### config.mk
export PLATFORM = sky130hd
export DESIGN_NAME = wb_gpio_bank_flat
export DESIGN_NICKNAME = d
export VERILOG_FILES = /design/src/rtl/wb_gpio_bank_if.sv /design/src/rtl/wb_gpio_bank.sv /design/src/flat_wrapper.sv
export SDC_FILE = /design/constraint.sdc
export NUM_CORES = 1
export LEC_CHECK = 0
export ABC_AREA = 1
export BUFFER_PORTS_ARGS = -buffer_cell sky130_fd_sc_hd__buf_2
export CAP_MARGIN = 25
export CORE_MARGIN = 5
export CORE_UTILIZATION = 30
export CTS_BUF_LIST = sky130_fd_sc_hd__clkbuf_8 sky130_fd_sc_hd__clkbuf_16
export DETAILED_ROUTE_END_ITERATION = 10
export HOLD_SLACK_MARGIN = 0.08
export SYNTH_ARGS = -nofsm -noshare
export SYNTH_HDL_FRONTEND = slang
export SYNTH_SLANG_ARGS = --single-unit
### constraint.sdc
create_clock -name wb_clk_i -period 2.7 [get_ports wb_clk_i]
set_input_delay 0.405 -clock wb_clk_i [delete_from_list [all_inputs] [get_ports wb_clk_i]]
set_output_delay 0.405 -clock wb_clk_i [all_outputs]
set_load 0.01 [all_outputs]
### src/rtl/wb_gpio_bank_if.sv
// Wishbone slave bus bundle for wb_gpio_bank; signal names follow the
// Caravel-style wbs_* naming so wrappers can hook it straight to the SoC bus.
interface wb_gpio_bank_if;
    logic        wbs_stb_i;
    logic        wbs_cyc_i;
    logic        wbs_we_i;
    logic [3:0]  wbs_sel_i;
    logic [31:0] wbs_dat_i;
    logic [31:0] wbs_adr_i;
    logic        wbs_ack_o;
    logic [31:0] wbs_dat_o;

    modport master (
        output wbs_stb_i, wbs_cyc_i, wbs_we_i, wbs_sel_i, wbs_dat_i, wbs_adr_i,
        input  wbs_ack_o, wbs_dat_o
    );

    modport slave (
        input  wbs_stb_i, wbs_cyc_i, wbs_we_i, wbs_sel_i, wbs_dat_i, wbs_adr_i,
        output wbs_ack_o, wbs_dat_o
    );
endinterface

### src/rtl/wb_gpio_bank.sv
// Wishbone GPIO bank: software-driven pad outputs/enables, synchronised inputs,
// per-pin edge detection with W1C status and a masked level interrupt.
module wb_gpio_bank #(
    parameter int          NUM_GPIO      = 38,
    parameter logic [63:0] RESERVED_MASK = 64'h1E,
    parameter int          SYNC_STAGES   = 2,
    parameter logic [31:0] BASE_ADDR     = 32'h3000_0000
) (
    input  logic                wb_clk_i,
    input  logic                wb_rst_i,
    wb_gpio_bank_if.slave       wbs,
    input  logic [NUM_GPIO-1:0] gpio_in,
    output logic [NUM_GPIO-1:0] gpio_out,
    output logic [NUM_GPIO-1:0] gpio_oeb,
    output logic                irq
);
    // Shift by 64 yields 0, so the subtraction still gives all ones for 64 pads.
    localparam logic [63:0] PAD_MASK    = (64'd1 << NUM_GPIO) - 64'd1;
    localparam logic [63:0] ACTIVE_MASK = PAD_MASK & ~RESERVED_MASK;

    localparam logic [2:0] REG_OUT = 3'd0;
    localparam logic [2:0] REG_OEB = 3'd1;
    localparam logic [2:0] REG_IN  = 3'd2;
    localparam logic [2:0] REG_IE  = 3'd3;
    localparam logic [2:0] REG_IS  = 3'd4;
    localparam logic [2:0] REG_POL = 3'd5;

    logic [63:0] out_reg, out_next;
    logic [63:0] oeb_reg, oeb_next;
    logic [63:0] ie_reg, ie_next;
    logic [63:0] is_reg, is_next;
    logic [63:0] pol_reg, pol_next;
    logic [63:0] sync_reg [SYNC_STAGES];
    logic [63:0] p_reg;
    logic        ack_reg;
    logic [31:0] dat_reg;
    logic        irq_reg;

    logic        hit;
    logic        in_map;
    logic        word_hi;
    logic [2:0]  reg_idx;
    logic [31:0] byte_mask;
    logic [63:0] wr_mask;
    logic [63:0] wr_data;
    logic [63:0] gpio_ext;
    logic [63:0] sync_s;
    logic [63:0] edge_hit;
    logic [63:0] rd64;
    logic [31:0] rdata;
    logic        unused_bits;

    assign hit     = wbs.wbs_cyc_i & wbs.wbs_stb_i & ~ack_reg &
                     (wbs.wbs_adr_i[31:8] == BASE_ADDR[31:8]);
    assign reg_idx = wbs.wbs_adr_i[5:3];
    assign word_hi = wbs.wbs_adr_i[2];
    assign in_map  = (wbs.wbs_adr_i[7:6] == 2'b00) && (reg_idx <= REG_POL);
    assign unused_bits = ^wbs.wbs_adr_i[1:0];

    generate
        for (genvar gi = 0; gi < 4; gi++) begin : g_byte
            assign byte_mask[gi*8 +: 8] = {8{wbs.wbs_sel_i[gi]}};
        end
    endgenerate

    assign wr_mask = word_hi ? {byte_mask, 32'h0} : {32'h0, byte_mask};
    assign wr_data = {wbs.wbs_dat_i, wbs.wbs_dat_i};

    function automatic logic [63:0] merge(input logic [63:0] old,
                                          input logic [63:0] mask,
                                          input logic [63:0] data);
        return ((old & ~mask) | (data & mask)) & ACTIVE_MASK;
    endfunction

    always_comb begin
        gpio_ext = '0;
        gpio_ext[NUM_GPIO-1:0] = gpio_in;
    end

    assign sync_s   = sync_reg[SYNC_STAGES-1];
    // Reserved pads are masked at the synchroniser input, so they can never raise IS.
    assign edge_hit = (((sync_s & ~p_reg) & ~pol_reg) |
                       ((~sync_s & p_reg) & pol_reg)) & ACTIVE_MASK;

    always_comb begin
        out_next = out_reg;
        oeb_next = oeb_reg;
        ie_next  = ie_reg;
        pol_next = pol_reg;
        is_next  = is_reg | edge_hit;
        if (hit && wbs.wbs_we_i && in_map) begin
            case (reg_idx)
                REG_OUT: out_next = merge(out_reg, wr_mask, wr_data);
                REG_OEB: oeb_next = merge(oeb_reg, wr_mask, wr_data);
                REG_IE:  ie_next  = merge(ie_reg, wr_mask, wr_data);
                REG_POL: pol_next = merge(pol_reg, wr_mask, wr_data);
                // A fresh edge in the clearing cycle keeps the bit set.
                REG_IS:  is_next  = (is_reg & ~(wr_data & wr_mask)) | edge_hit;
                default: ;
            endcase
        end
    end

    always_comb begin
        rd64 = '0;
        case (reg_idx)
            REG_OUT: rd64 = out_reg;
            REG_OEB: rd64 = oeb_reg;
            REG_IN:  rd64 = sync_s;
            REG_IE:  rd64 = ie_reg;
            REG_IS:  rd64 = is_reg;
            REG_POL: rd64 = pol_reg;
            default: rd64 = '0;
        endcase
        rdata = '0;
        if (in_map) begin
            rdata = word_hi ? rd64[63:32] : rd64[31:0];
        end
    end

    always_ff @(posedge wb_clk_i) begin
        if (wb_rst_i) begin
            out_reg <= '0;
            oeb_reg <= ACTIVE_MASK;
            ie_reg  <= '0;
            is_reg  <= '0;
            pol_reg <= '0;
            for (int i = 0; i < SYNC_STAGES; i++) begin
                sync_reg[i] <= '0;
            end
            p_reg   <= '0;
            ack_reg <= 1'b0;
            dat_reg <= '0;
            irq_reg <= 1'b0;
        end else begin
            out_reg <= out_next;
            oeb_reg <= oeb_next;
            ie_reg  <= ie_next;
            is_reg  <= is_next;
            pol_reg <= pol_next;
            sync_reg[0] <= gpio_ext & ACTIVE_MASK;
            for (int i = 1; i < SYNC_STAGES; i++) begin
                sync_reg[i] <= sync_reg[i-1];
            end
            p_reg   <= sync_s;
            ack_reg <= hit;
            dat_reg <= (hit && !wbs.wbs_we_i) ? rdata : 32'h0;
            irq_reg <= |(is_reg & ie_reg & ACTIVE_MASK);
        end
    end

    assign gpio_out      = out_reg[NUM_GPIO-1:0] & ~RESERVED_MASK[NUM_GPIO-1:0];
    assign gpio_oeb      = oeb_reg[NUM_GPIO-1:0] | RESERVED_MASK[NUM_GPIO-1:0];
    assign irq           = irq_reg;
    assign wbs.wbs_ack_o = ack_reg;
    assign wbs.wbs_dat_o = dat_reg;
endmodule

### src/flat_wrapper.sv
// flat-port wrapper written by rule: the top's interface ports become plain ports
module wb_gpio_bank_flat 
#(
    parameter int          NUM_GPIO      = 38,
    parameter logic [63:0] RESERVED_MASK = 64'h1E,
    parameter int          SYNC_STAGES   = 2,
    parameter logic [31:0] BASE_ADDR     = 32'h3000_0000
)
  (wb_clk_i, wb_rst_i, gpio_in, gpio_out, gpio_oeb, irq, wbs_wbs_stb_i, wbs_wbs_cyc_i, wbs_wbs_we_i, wbs_wbs_sel_i, wbs_wbs_dat_i, wbs_wbs_adr_i, wbs_wbs_ack_o, wbs_wbs_dat_o);
  wb_gpio_bank_if wbs_i ();
  input  logic wb_clk_i;
  input  logic wb_rst_i;
  input  logic [NUM_GPIO-1:0] gpio_in;
  output logic [NUM_GPIO-1:0] gpio_out;
  output logic [NUM_GPIO-1:0] gpio_oeb;
  output logic irq;
  input wire logic [$bits(wbs_i.wbs_stb_i)-1:0] wbs_wbs_stb_i;
  input wire logic [$bits(wbs_i.wbs_cyc_i)-1:0] wbs_wbs_cyc_i;
  input wire logic [$bits(wbs_i.wbs_we_i)-1:0] wbs_wbs_we_i;
  input wire logic [$bits(wbs_i.wbs_sel_i)-1:0] wbs_wbs_sel_i;
  input wire logic [$bits(wbs_i.wbs_dat_i)-1:0] wbs_wbs_dat_i;
  input wire logic [$bits(wbs_i.wbs_adr_i)-1:0] wbs_wbs_adr_i;
  output wire logic [$bits(wbs_i.wbs_ack_o)-1:0] wbs_wbs_ack_o;
  output wire logic [$bits(wbs_i.wbs_dat_o)-1:0] wbs_wbs_dat_o;
  assign wbs_i.wbs_stb_i = wbs_wbs_stb_i;
  assign wbs_i.wbs_cyc_i = wbs_wbs_cyc_i;
  assign wbs_i.wbs_we_i = wbs_wbs_we_i;
  assign wbs_i.wbs_sel_i = wbs_wbs_sel_i;
  assign wbs_i.wbs_dat_i = wbs_wbs_dat_i;
  assign wbs_i.wbs_adr_i = wbs_wbs_adr_i;
  assign wbs_wbs_ack_o = wbs_i.wbs_ack_o;
  assign wbs_wbs_dat_o = wbs_i.wbs_dat_o;
  wb_gpio_bank #(.NUM_GPIO(NUM_GPIO), .RESERVED_MASK(RESERVED_MASK), .SYNC_STAGES(SYNC_STAGES), .BASE_ADDR(BASE_ADDR)) u_core (.wb_clk_i(wb_clk_i), .wb_rst_i(wb_rst_i), .wbs(wbs_i), .gpio_in(gpio_in), .gpio_out(gpio_out), .gpio_oeb(gpio_oeb), .irq(irq));
endmodule
# Yosys cells after proc, flatten, opt, wreduce, memory -nomap -nowiden
# Memories as Yosys holds them, arrays and structs flattened.
# Index checks and enable logic that the tools add are counted.
[word_totals]
regBits = 272
latch_bits = 0
ram_bits = 128
romBits = 0
inputBits = 111
output_inout_bits = 110
wordCells = 71
memories = 1
[op_classes]
add_sub_neg = 0
mul = 0
div = 0
order_cmp = 1
eq_ne = 6
shift = 0
muxes = 10
bitwise = 31
reduce_logical = 13
[memory_table]
columns = ["memory", "depth", "word_bits", "read_ports", "rd_clocked_by_memory_dff", "write_ports", "line", "rtl"]
rows = [
  ["u_core.sync_reg", 2, 64, 2, 0, 2, "wb_gpio_bank.sv:33", "logic [63:0] sync_reg [SYNC_STAGES];"],
]
[ops]
columns = ["op", "n"]
rows = [
  ["64-bit case mux with 6 select lines", 1],
  ["38-bit AND", 9],
  ["64-bit two-way mux", 5],
  ["38-bit bitwise OR", 5],
  ["38-bit NOT", 4],
  ["64-bit AND", 2],
  ["64-bit by 38-bit bitwise OR with 64-bit output", 2],
  ["64-bit NOT", 1],
  ["34-bit OR reduction", 1],
  ["32-bit two-way mux", 1],
  ["24-bit by 22-bit == test with 1-bit output (second input constant)", 1],
  ["2-bit AND reduction", 4],
  ["3-bit by 2-bit == test with 1-bit output (second input constant)", 2],
  ["3-bit == test (second input constant)", 2],
  ["1-bit logical AND", 4],
  ["1-bit AND", 3],
  ["3-bit by 1-bit == test with 1-bit output (second input constant)", 1],
  ["3-bit <= comparator (second input constant)", 1],
  ["3-bit logical NOT", 1],
  ["1-bit two-way mux", 3],
  ["1-bit NOT", 3],
  ["3-bit OR reduction", 1],
  ["2-bit logical NOT", 1],
  ["1-bit bitwise OR", 2],
  ["1-bit logical NOT", 1],
]

# Longest topological paths before layout
# Gate-level depths: netlist of the first run.
# An unclocked memory read counts as a cell.
[logic_depth]
word_depth = 8
mapped_depth = 12
depth_no_buf = 11

# Worst setup path after synthesis of the first run
# Ideal clock, no wire load.
[synth_timing]
path_type = "input to register"
from = "input port wbs_wbs_adr_i[26]"
to = "register (tool-made name)"
setup_time_ps = 114
arrival_ps = 1554
required_ps = 2586
path_slack_ps = 1032
cell_stages = 10
path_buffers = 2
path_cell_list = "inv_1 nand2_1 nor2_2 nand3_2 nor2_8 buf_12 nand4_4 buf_6 o21bai_1 nor2_1"
[synth_rtl]
columns = ["item", "line", "rtl"]
rows = [
  ["start: declaration", "flat_wrapper.sv:22", "input wire logic [$bits(wbs_i.wbs_adr_i)-1:0] wbs_wbs_adr_i;"],
]

# Worst setup path after layout of the first run
[layout_timing]
from = "register u_core.ack_reg, in the netlist u_core.wbs.wbs_ack_o"
to = "register u_core.is_reg[40]"
[layout_between]
elab_chain_len = 6
[layout_rtl]
columns = ["item", "line", "rtl"]
rows = [
  ["start: declaration", "wb_gpio_bank.sv:35", "logic ack_reg;"],
  ["start signal: assignment", "wb_gpio_bank.sv:146", "ack_reg <= hit;"],
  ["1-bit NOT", "wb_gpio_bank.sv:53", "assign hit = wbs.wbs_cyc_i & wbs.wbs_stb_i & ~ack_reg &"],
  ["1-bit AND (2 in a row)", "wb_gpio_bank.sv:53", ""],
  ["1-bit logical AND (2 in a row)", "wb_gpio_bank.sv:91", "if (hit && wbs.wbs_we_i && in_map) begin"],
  ["64-bit two-way mux", "wb_gpio_bank.sv:91", ""],
  ["end signal: assignment", "wb_gpio_bank.sv:139", "is_reg <= is_next;"],
  ["end: declaration", "wb_gpio_bank.sv:31", "logic [63:0] is_reg, is_next;"],
]
# No other way between the ends.
# A chain may end at the register's enable or synchronous reset.

==> results of run 1 <==
-- per-stage QoR --
stage                     worst slack, ps  utilization (%)
after floorplan                      1030                -
after global placement                427             33.6
after CTS                             770             36.9
final                                 791             37.0
after detailed placement              337             33.6
after global routing                  604             36.9
-- area by class of cell --
cell class / instances / share of cell area (%)
diodes: 3 / 0.0405
multi-input cells: 1262 / 33.5
inverters: 462 / 9.35
flip-flops and latches: 336 / 36.3
clock inverters: 16 / 0.675
clock buffers: 53 / 6.43
repair buffers: 272 / 9.20
well taps: 672 / 4.54
-- worst max path at each step --
| stage | start | endpoint | depth (start not counted) |
|---|---|---|---|
| 2_1_floorplan | wbs_wbs_adr_i[26] | register | 10 |
| 3_3_place_gp | wbs_wbs_adr_i[7] | register | 8 |
| 3_5_place_dp | wbs_wbs_adr_i[2] | register | 7 |
| 4_1_cts | u_core.wbs.wbs_ack_o | register | 9 |
| 5_1_grt | u_core.wbs.wbs_ack_o | u_core.is_reg[40] | 10 |
| 6_report | u_core.wbs.wbs_ack_o | u_core.is_reg[40] | 10 |
-- power groups by stage --
stage                     clock network (mW)  logic (mW)  registers, mW
after global routing                    5.70       0.820           5.10
after detailed placement                   0       0.700           5.20
after CTS                               5.52       0.742           5.09
final                                   5.38       0.741           5.09
after global placement                     0       0.687           5.20
after floorplan                            0       0.420           5.19
-- layer usage --
metal,part of all wire (%),up-vias,routed length (µm),track usage (%)
met2,47,479,23700,29.4
li1,-,7080,-,-
met3,6.8,91,3450,3.68
met5,0.026,-,13,0
met1,44,6609,22000,22.7
met4,2.6,2,1310,5.23
-- Yosys cell counts --
cell	instances	area, µm²
inv_1	452	1700
nand2_1	397	1490
dfxtp_1	336	6730
nor2_1	294	1100
nand3_1	122	611
o21bai_1	120	901
o21ai_0	98	490
a21oi_1	74	370
clkbuf_1	55	206
nand4_1	38	238
o22ai_1	33	206
buf_2	25	125
nand2_2	20	125
o221ai_1	15	131
buf_4	14	105
nand4_4	11	234
buf_6	9	101
inv_2	9	33.8
buf_1	8	30.0
o21ai_1	8	40.0
nand4_2	4	50.1
a22oi_1	3	22.5
nand3_2	3	30.0
nand3b_1	3	22.5
o211ai_1	3	22.5
conb_1	2	7.51
nor2_2	2	12.5
nor2_8	2	40.0
buf_12	1	20.0
clkinv_1	1	3.75
nor3_1	1	5.00
nor3_2	1	10.0
o2111ai_1	1	8.76
o21ai_2	1	8.76
-- kinds of logic (layout without fill, tap and decap cells) --
kind of cell    Yosys count  after routing
flops                   336            336
buf+inv                 574            803
compound gates          356            356
simple gates            898            898
other cells               2             11
-- worst reg2reg max path: cells and delay by family, from the launching register on --
family          cells  cell delay (ps)
flops               1              300
buf+inv             3              620
compound gates      1              240
simple gates        6              630
==> results.md, run 1 <==
- Gate power share: 6.6%
- Post-Syn Area per Cell: 7.03 µm²
- Unrepaired setup endpoints after global routing: false
- R2R Path Start: u_core.wbs.wbs_ack_o
- Nets: 2484
- Initial antenna violation count: 5
- Post_cts resized: 0
- Synth warn: 0
- Wirelength, routed: around 50000 µm
- Main combinational cell family by area after synthesis: simple AND/OR/NAND/NOR gates
- Reg clk slew, reported paths: 60 ps
- Complex-gate fraction of the synthesized area: 14.5%
- Slew Limit Headroom: 55.9%
- Outcome: finished clean
- Critical-path maximum fanout: 30
- Post-DRT Antenna Nets: 0
- Final instance area: 0.0185 mm²
- Seq/Total Area, Yosys: between 40% and 50%
- Root Buffer: clkbuf_16
- Area taken by flip-flops and latches: 0.00673 mm²
- Worst R2R End: u_core.is_reg[40]
- Core Area: around 0.050 mm²
- Synth Area in Simple Gates: 26.1%
- Most frequent cells in the layout: inv_1, nand2_1, dfxtp_1, nor2_1, buf_2
- Hold-fix buffers, CTS: 34
- Sequential group share of total power: 45.4%
- Critical path arrival: about 2300 ps
- Layout cells sized above 1: 14.8%
- Clock sink total: 336
- CTS buffer count: 39
- HP Start: wb_rst_i
- First-pass GRT wire length: 77600 µm
- Post-synth cell types: 34
- Final period util: between 70% and 80%
- Post-Synth XOR/XNOR Area: 0%
- Max Cap Viol: 0
- Worst hold path cell count: 2
- Power per cell area: 605 mW/mm²
- Skew-Pair Late Insertion Delay: 550 ps
- First-pass detailed-route iteration total: 6
- Setup CP Type: reg -> reg
- Tot Pwr: 11.2 mW
- Internal power: around 8.6 mW
- Synthesized cell area: between 0.015 and 0.02 mm²
- DRT iter0 DRCs: 1131
- FF+latch count, synth: roughly 340
- Slowest cell on the critical path: dfxtp_1
- Post-synthesis adder-cell area fraction: 0%
- Starting Density: 30.4%
- CTS tree: done
- H-tree levels: 2
- Critical Path Sink Type: register
- Multi-input logic area: 0.00621 mm²
- Die Area: 0.0554 mm²
- # fillers: between 5000 and 6000
- Vias/cell: 4.64
- Synthesized instance count: around 2200
- Mux share of post-synthesis cell area: 0%
- Overall Global Routing Usage: 17.5%
- Slowest stage delay, CP: 300 ps
- Core Rows: roughly 80
- Hold EP: u_core.sync_reg[0][17]
- Dpl cell area: 0.0169 mm²
- Die H: 235 µm
- Setup violators final: 0
- Clock power share: roughly 48%
- Peak VDD IR: about 0.00033 V
- Fin cells: 3076
- Vias in the first global route: around 14000
- Die Wd: 235 µm
- Drt wl/cell: 16.4 µm
- Dpl cells: 2970
- Highest clock rate: 524 MHz
- DRC errors left: 0
- Largest net degree at the start of global routing: between 100 and 150
- Switching pwr: 2.65 mW
- Critical Path RT: 3140 ps
- Class of the worst hold path: in -> reg
- Flop-to-flop setup slack: 790 ps
- Leak: 8.42 nW
- GPL Wtd Cong: 0.850
- Grt ovf: 0
- Area growth, synth to finish: 21.7%
- Via count: 14300
- Worst Tran Pin Value: 654 ps
- Hold slack: around 150 ps
- Post-detail-place hpwl: 34700 µm
- Commonest non-fill, non-tap cell in the layout: inv_1
- Worst path bufs/invs: 3
- Reg2Reg Depth: 10
- Final Max Slew Viols: 0
- Setup Buffers After CTS: 0
- Sw Share: 23.6%
- CP top delay family: simple AND/OR/NAND/NOR gates
- Hold Vio Cnt, Final: 0
- Deepest clock path buffer count: 3
- Startpoint type of the worst setup path: register
- Port bufs: 206
- Clock skew: a little over 10 ps
- Setup_tns: 0 ps
- CP cell instances: nor2_1 -> nand2_1 -> nor2_1 -> nand2_2 -> nor2_8 -> buf_4 -> nand3_2 -> buf_4 -> o21ai_0 -> inv_1
- Tmin final: 1910 ps
- I/O pins: 221
No activity file was read; power rests on OpenSTA's default activity.
==> inputs of run 2 (changes only) <==
--- a/config.mk
+++ b/config.mk
@@ -5,7 +5,7 @@
 export SDC_FILE = /design/constraint.sdc
 export NUM_CORES = 1
 export LEC_CHECK = 0
-export ABC_AREA = 1
+export ABC_AREA = 0
 export BUFFER_PORTS_ARGS = -buffer_cell sky130_fd_sc_hd__buf_2
 export CAP_MARGIN = 25
 export CORE_MARGIN = 5
==> constraint.sdc (replaced) <==
create_clock -name wb_clk_i -period 1.6 [get_ports wb_clk_i]
set_input_delay 0.24 -clock wb_clk_i [delete_from_list [all_inputs] [get_ports wb_clk_i]]
set_output_delay 0.24 -clock wb_clk_i [all_outputs]
set_load 0.01 [all_outputs]
==> run 2 against run 1 <==
Compared with the run above: the run now ends with negative setup slack left; non-clock buffer count increased by 134; die area decreased by 8.5%; hold slack got worse by 23 ps; clock skew about the same; clock power increased by 81%; clock-buffer cell count decreased by 4; total power increased by 76%; critical path depth decreased by 4; routed wire length decreased by 3.1%; final cell count decreased by 21%; first-iteration DRC count decreased by 22%; sequential power increased by 69%; highest routed layer unchanged.
==> results.md, run 2 <==
- Most Crowded Layer GR: met2 (unchanged)
- Nets: 1916 (was 2484)
- Wirelength, routed: 48900 µm (was 50500 µm)
- Commonest non-fill, non-tap cell in the layout: dfxtp_1 (was inv_1)
- GR Layer Usage met2: 28.9% (was 29.4%)
- Top cell type by total area after synthesis: dfxtp_1 (unchanged)
- Slew Limit Headroom: 52.6% (was 55.9%)
- Final instance area: 0.0188 mm² (was 0.0185 mm²)
- FF+latch count, synth: 336 (unchanged)
- Critical Path Sink Type: register (unchanged)
- Root Buffer: clkbuf_16 (unchanged)
- Reg clk slew, reported paths: 60 ps (about the same)
- First-pass GRT wire length: 73500 µm (was 77600 µm)
- Dpl cell area: 0.0166 mm² (was 0.0169 mm²)
- Hold Vio Cnt, Final: 0 (unchanged)
- Ys flop type: dfxtp_1 (unchanged)
- Post-DRT Antenna Nets: 0 (unchanged)
- Worst Tran Pin Value: 712 ps (was 654 ps)
- H-tree levels: 2 (unchanged)
- Worst path bufs/invs: 1 (was 3)
- Drt wl/cell: 20.1 µm (was 16.4 µm)
- Setup CP Type: reg -> reg (unchanged)
- Highest clock rate: 501 MHz (was 524 MHz)
- Port bufs: 206 (unchanged)
- Tmin final: 1990 ps (was 1910 ps)
- Die Area: 0.0506 mm² (was 0.0554 mm²)
- Seq/Total Area, Yosys: 48.5% (was 44.2%)
- Peak VDD IR: 0.000780 V (was 0.000330 V)
- Vias/cell: 5.03 (was 4.64)
- Grt ovf: 0 (unchanged)
- I/O pins: 221 (unchanged)
- Deepest clock path buffer count: 3 (unchanged)
- CP top delay family: simple AND/OR/NAND/NOR gates (unchanged)
- GPL Wtd Cong: 0.886 (was 0.850)
- Synth warn: 0 (unchanged)
- GRT met1 Usage: 25.0% (was 22.7%)
- First-pass detailed-route iteration total: 7 (was 6)
- Synth top cells by count: dfxtp_1, nor2_1, mux2i_1 (was inv_1, nand2_1, dfxtp_1)
- Synth top area cells: dfxtp_1, mux2i_1, nor2_1 (was dfxtp_1, inv_1, nand2_1)
- Final WS setup: -394 ps (was 791 ps)
- Startpoint type of the worst setup path: register (unchanged)
- Sw Share: 22.5% (was 23.6%)
- Gate power share: 7.2% (was 6.6%)
- Die Wd: 225 µm (was 235 µm)
- Switching pwr: 4.46 mW (was 2.65 mW)
- Area growth, synth to finish: 35.7% (was 21.7%)
- Post-synth EDFFs: 0 (unchanged)
- Post-detail-place hpwl: 34900 µm (was 34700 µm)
- CTS tree: done (unchanged)
- Critical path depth in cells: 6 (was 10)
- Vias in the first global route: 12400 (was 13700)
- Clock skew: 10.2 ps (was 10.1 ps)
- CTS buffer count: 39 (unchanged)
- Initial antenna violation count: 5 (unchanged)
- Power per cell area: 1050 mW/mm² (was 605 mW/mm²)
- Class of the worst hold path: in -> reg (unchanged)
- Share of the synthesized area in the top cell type: 48.5% (was 44.2%)
- Critical Path RT: 2060 ps (was 3140 ps)
- Overall Global Routing Usage: 18.5% (was 17.5%)
- Skew-Pair Late Insertion Delay: 540 ps (was 550 ps)
- Post-Syn Area per Cell: 9.52 µm² (was 7.03 µm²)
- Slowest cell on the critical path: or4b_4 (was dfxtp_1)
- Post-synth cell types: 52 (was 34)
- Sequential group share of total power: 43.6% (was 45.4%)
- Largest net degree at the start of global routing: 152 (was 140)
- CP cell instances: and4bb_2 -> nand4_4 -> or2_1 -> or4b_4 -> buf_4 -> a21oi_1 (was nor2_1 -> nand2_1 -> nor2_1 -> nand2_2 -> nor2_8 -> buf_4 -> nand3_2 -> buf_4 -> o21ai_0 -> inv_1)
- Flop-to-flop setup slack: -390 ps (was 790 ps)
- Die H: 225 µm (was 235 µm)
- Max Cap Viol: 0 (unchanged)
- Clock power share: 49.2% (was 48.0%)
- Via count: 12300 (was 14300)
- Layout cells sized above 1: 27.9% (was 14.8%)
- DRT iter0 DRCs: 886 (was 1131)
- Critical-path maximum fanout: 8 (was 30)
- Violated checks: negative setup slack
- Async S/R FF share, synth: 0% (unchanged)
- Top-count cell post-synth: dfxtp_1 (was inv_1)
- Most frequent cells in the layout: dfxtp_1, buf_2, nor2_1, mux2i_1, nor2b_1 (was inv_1, nand2_1, dfxtp_1, nor2_1, buf_2)
- Clock sink total: 336 (unchanged)
- DRC errors left: 0 (unchanged)
- Leak: 7.82 nW (was 8.42 nW)
- Setup_tns: -47710 ps (was 0 ps)
- Slowest stage delay, CP: 550 ps (was 300 ps)
- Setup violators final: 233 (was 0)
- Final period util: 125% (was 70.7%)
- Core Area: 0.0456 mm² (was 0.0502 mm²)
- Starting Density: 30.4% (about the same)
- Unrepaired setup endpoints after global routing: true (was false)
- Synthesized cell area: 0.0139 mm² (was 0.0152 mm²)
- Met3 usage: 4.18% (was 3.68%)
- Worst Setup EP: u_core.wbs.wbs_dat_o[13] (was u_core.is_reg[40])
- Final Max Slew Viols: 0 (unchanged)
- Synthesized instance count: 1458 (was 2166)
- Worst Setup SP: u_core.wbs.wbs_ack_o (unchanged)
- Worst R2R End: u_core.wbs.wbs_dat_o[13] (was u_core.is_reg[40])
- Critical path arrival: 2460 ps (was 2340 ps)
- Reg2Reg Depth: 6 (was 10)
- Core Rows: 78 (was 82)
- R2R Path Start: u_core.wbs.wbs_ack_o (unchanged)
- Outcome: finished with violations (was finished clean)
- Internal power: 15.3 mW (was 8.57 mW)
[run 2: changes by cell type in the layout (fill, tap and decap cells not counted), sizes merged, moves of 100 or more]
cell	before	now
nor2b	0	110
inv	467	4
buf	238	340
nor2	298	198
o21bai	120	1
mux2i	0	178
nand2	417	58
[run 2: how the worst min path moves through the flow]
| stage | from | end | slack [ps] | depth (start not counted) |
|---|---|---|---|---|
| detailed placement | u_core.sync_reg[0][34] | u_core.sync_reg[0][98] | 420 | 1 |
| CTS | wbs_wbs_dat_i[0] | register | 90 | 3 |
| finish | wbs_wbs_dat_i[0] | register | 130 | 3 |
| global route | wbs_wbs_dat_i[0] | register | 130 | 3 |
| global placement | u_core.sync_reg[0][36] | u_core.sync_reg[0][100] | 420 | 1 |
| floorplan | wbs_wbs_dat_i[11] | u_core.is_reg[43] | 330 | 1 |
[run 2: layout make-up]
class	instances	area, µm²
Fill cell	4456	26700
Clock buffer	49	1140
Sequential cell	336	6730
Antenna cell	2	5.00
Clock inverter	21	287
Tap cell	600	751
Inverter	2	7.51
Multi-Input combinational cell	1020	6860
Timing Repair Buffer	406	3060
[run 2: per-layer routing]
metal	vias up	routed length [µm]	part of all wire, %
li1	5824	-	-
met1	5880	21600	44
met2	456	21900	45
met3	99	3670	7.5
met4	4	1790	3.6
met5	-	23	0.047
[run 2: power groups by stage]
stage,clock network [mW],logic (mW),registers [mW]
finish,9.73,1.43,8.62
global route,10.3,1.53,8.63
CTS,9.96,1.42,8.62
detailed placement,0,1.29,8.80
global placement,0,1.27,8.80
floorplan,0,0.677,8.75
[run 2: repair_timing]
action	in CTS	in global routing
resized for setup	17	11
endpoints found under the hold margin	181	0
hold buffers	66	0
pin swaps	8	2
buffers inserted	1	1
setup endpoints to repair	233	233
[run 2: logic make-up (layout without fill, tap and decap cells)]
logic type | Yosys count | count (layout) | synth area share (%)
compound gates | 255 | 255 | 11.7
buf+inv | 108 | 478 | 3.31
flops | 336 | 336 | 48.5
mux | 199 | 199 | 14.5
other cells | 2 | 10 | 0.0541
simple gates | 558 | 558 | 21.9
[run 2: worst min-delay path, stage by stage]
cell	delay [ps]
buf_2	180
mux2i_1	150
nor2_1	50
[run 2: stage by stage]
step / utilization [%] / setup WS [ps] / hold slack [ps] / std cells / power, mW
floorplan: - / -357 / 328 / 1464 / 9.43
global placement: 36.5 / -502 / 422 / 2296 / 10.1
detailed placement: 36.5 / -524 / 425 / 2296 / 10.1
CTS: 41.2 / -394 / 94.3 / 2433 / 20.0
global route: 41.3 / -477 / 125 / 2434 / 20.5
finish: 41.3 / -394 / 129 / 2436 / 19.8
==> inputs of run 3 (changes only) <==
--- a/config.mk
+++ b/config.mk
@@ -13,6 +13,7 @@
 export CTS_BUF_LIST = sky130_fd_sc_hd__clkbuf_8 sky130_fd_sc_hd__clkbuf_16
 export DETAILED_ROUTE_END_ITERATION = 10
 export HOLD_SLACK_MARGIN = 0.08
+export MAX_ROUTING_LAYER = met4
 export SYNTH_ARGS = -nofsm -noshare
 export SYNTH_HDL_FRONTEND = slang
 export SYNTH_SLANG_ARGS = --single-unit
==> run 3 against run 2 <==
Compared with the run above: the run still ends with negative setup slack left; cell area is 0.19% higher; sequential power hardly changed; register-to-register slack hardly changed; final cell count stayed put; critical path depth stayed put.
==> results.md, run 3 (same netlist as run 2, synthesis figures left out) <==
- Commonest non-fill, non-tap cell in the layout: dfxtp_1 (unchanged)
- Hold slack: 126 ps (was 129 ps)
- Max Cap Viol: 0 (unchanged)
- Die Area: 0.0506 mm² (unchanged)
- Class of the worst hold path: in -> reg (unchanged)
- Setup violators final: 232 (was 233)
- Dpl cell area: 0.0166 mm² (unchanged)
- Setup_tns: -48270 ps (was -47710 ps)
- Violated checks: negative setup slack (unchanged)
- Vias in the first global route: 12400 (about the same)
- First-pass detailed-route iteration total: 6 (was 7)
- Die Wd: 225 µm (unchanged)
- Area taken by flip-flops and latches: 0.00673 mm² (about the same)
- R2R Path Start: u_core.wbs.wbs_ack_o (unchanged)
- Overall Global Routing Usage: 19.1% (was 18.5%)
- Multi-input logic area: 0.00690 mm² (was 0.00686 mm²)
- Area growth, synth to finish: 36.0% (was 35.7%)
- DRT iter0 DRCs: 1021 (was 886)
- CTS tree: done (unchanged)
- Grt ovf: 0 (unchanged)
- Worst Tran Pin Value: 706 ps (was 712 ps)
- Worst R2R End: u_core.wbs.wbs_dat_o[16] (was u_core.wbs.wbs_dat_o[13])
- Setup CP Type: reg -> reg (unchanged)
- Unrepaired setup endpoints after global routing: true (unchanged)
- Flop-to-flop setup slack: -400 ps (was -390 ps)
- Critical path arrival: 2450 ps (was 2460 ps)
- Fin cells: 2436 (unchanged)
- First-pass GRT wire length: 73500 µm (about the same)
- Clock sink total: 336 (unchanged)
- Final Max Slew Viols: 0 (unchanged)
- Core Rows: 78 (unchanged)
- Outcome: finished with violations (unchanged)
- Critical Path Sink Type: register (unchanged)
- # fillers: 4449 (was 4456)
- Die H: 225 µm (unchanged)
- Vias/cell: 5.02 (was 5.03)
- Post-DRT Antenna Nets: 0 (unchanged)
- Most frequent cells in the layout: dfxtp_1, buf_2, nor2_1, mux2i_1, nor2b_1 (unchanged)
- Core Area: 0.0456 mm² (unchanged)
- Dpl cells: 2296 (unchanged)
- Worst hold path cell count: 3 (unchanged)
- Final instance area: 0.0189 mm² (was 0.0188 mm²)
- Initial antenna violation count: 5 (unchanged)
- Starting Density: 30.4% (unchanged)
- Largest net degree at the start of global routing: 152 (unchanged)
- Reg clk slew, reported paths: 60 ps (about the same)
- Highest clock rate: 500 MHz (was 501 MHz)
- Leak: 7.83 nW (was 7.82 nW)
- Startpoint type of the worst setup path: register (unchanged)
- Via count: 12200 (was 12300)
- Clock skew: 10.6 ps (was 10.2 ps)
- Tot Pwr: 19.8 mW (about the same)
- Reg2Reg Depth: 6 (unchanged)
- I/O pins: 221 (unchanged)
- Root Buffer: clkbuf_16 (unchanged)
- HP Start: wbs_wbs_dat_i[0] (unchanged)
- Slew Limit Headroom: 52.9% (was 52.6%)
- Port bufs: 206 (unchanged)
- Post-detail-place hpwl: 34900 µm (unchanged)
- CTS buffer count: 39 (unchanged)
- Wirelength, routed: 48800 µm (was 48900 µm)
- Hold Vio Cnt, Final: 0 (unchanged)
- Critical-path maximum fanout: 18 (was 8)
- Power per cell area: 1050 mW/mm² (about the same)
- Nets: 1915 (was 1916)
- H-tree levels: 2 (unchanged)
- Final WS setup: -399 ps (was -394 ps)
- Final core occ: 41.4% (was 41.3%)
- Layout cells sized above 1: 28.2% (was 27.9%)
- Skew-Pair Late Insertion Delay: 540 ps (about the same)
- Final period util: 125% (about the same)
- Critical Path RT: 2050 ps (was 2060 ps)
- Deepest clock path buffer count: 3 (unchanged)
- Peak VDD IR: 0.000780 V (about the same)
- Drt wl/cell: 20.0 µm (was 20.1 µm)
- DRC errors left: 0 (unchanged)
- GPL Wtd Cong: 0.901 (was 0.886)
- Tmin final: 2000 ps (was 1990 ps)
- Worst slack, placed: -524 ps (unchanged)
run 3: cell count changes in the layout (fill, tap and decap cells not counted):
cell,change
a221oi_1,-2
a221oi_2,+1
a221oi_4,+1
a22o_1,-1
a22o_4,+1
a31oi_1,-1
a31oi_2,+1
buf_4,-1
dfxtp_1,-1
dfxtp_2,+1
diode_2,+1
run 3: area by class of cell:
cell class	instances	share of cell area (%)
Clock buffer	49	6.02
Tap cell	600	3.98
Sequential cell	336	35.7
Clock inverter	21	1.52
Antenna cell	3	0.0398
Inverter	2	0.0398
Timing Repair Buffer	405	16.2
Multi-Input combinational cell	1020	36.6
run 3: worst max path at each step:
stage,startpoint,to,slack [ps],cells after the start
2_1_floorplan,u_core.wbs.wbs_ack_o,u_core.wbs.wbs_dat_o[10],-360,7
3_3_place_gp,wbs_wbs_adr_i[20],u_core.wbs.wbs_dat_o[26],-500,8
3_5_place_dp,wbs_wbs_adr_i[20],u_core.wbs.wbs_dat_o[12],-520,8
4_1_cts,u_core.wbs.wbs_ack_o,u_core.wbs.wbs_dat_o[12],-390,6
5_1_grt,u_core.wbs.wbs_ack_o,u_core.wbs.wbs_dat_o[17],-480,6
6_report,u_core.wbs.wbs_ack_o,u_core.wbs.wbs_dat_o[16],-400,6
run 3: timing repair:
action	CTS	global route
pin swaps	8	7
setup endpoints to repair	233	233
gates resized for setup	17	17
hold buffers	66	0
setup buffers	1	1
hold endpoints to repair	181	0
run 3: critical path: stages (launching register included):
cell and delay (ps):
dfxtp_2 320, and4bb_2 330, nand4_4 120, or2_1 270
or4b_4 550, buf_12 200, a211oi_2 140
run 3: layer usage:
metal  vias to the layer above  share of wire [%]  track usage (%)
met2                       484                 44             28.9
met3                       101                7.9             3.71
met1                      5831                 44             25.3
met5                         -                  0                -
met4                         0                3.7             7.35
li1                       5819                  -                -
run 3: power by group:
| part | switching, mW | internal, mW | total, mW |
|---|---|---|---|
| sequential | 0.109 | 8.52 | 8.63 |
| clock | 3.61 | 6.15 | 9.76 |
| combinational | 0.763 | 0.667 | 1.43 |
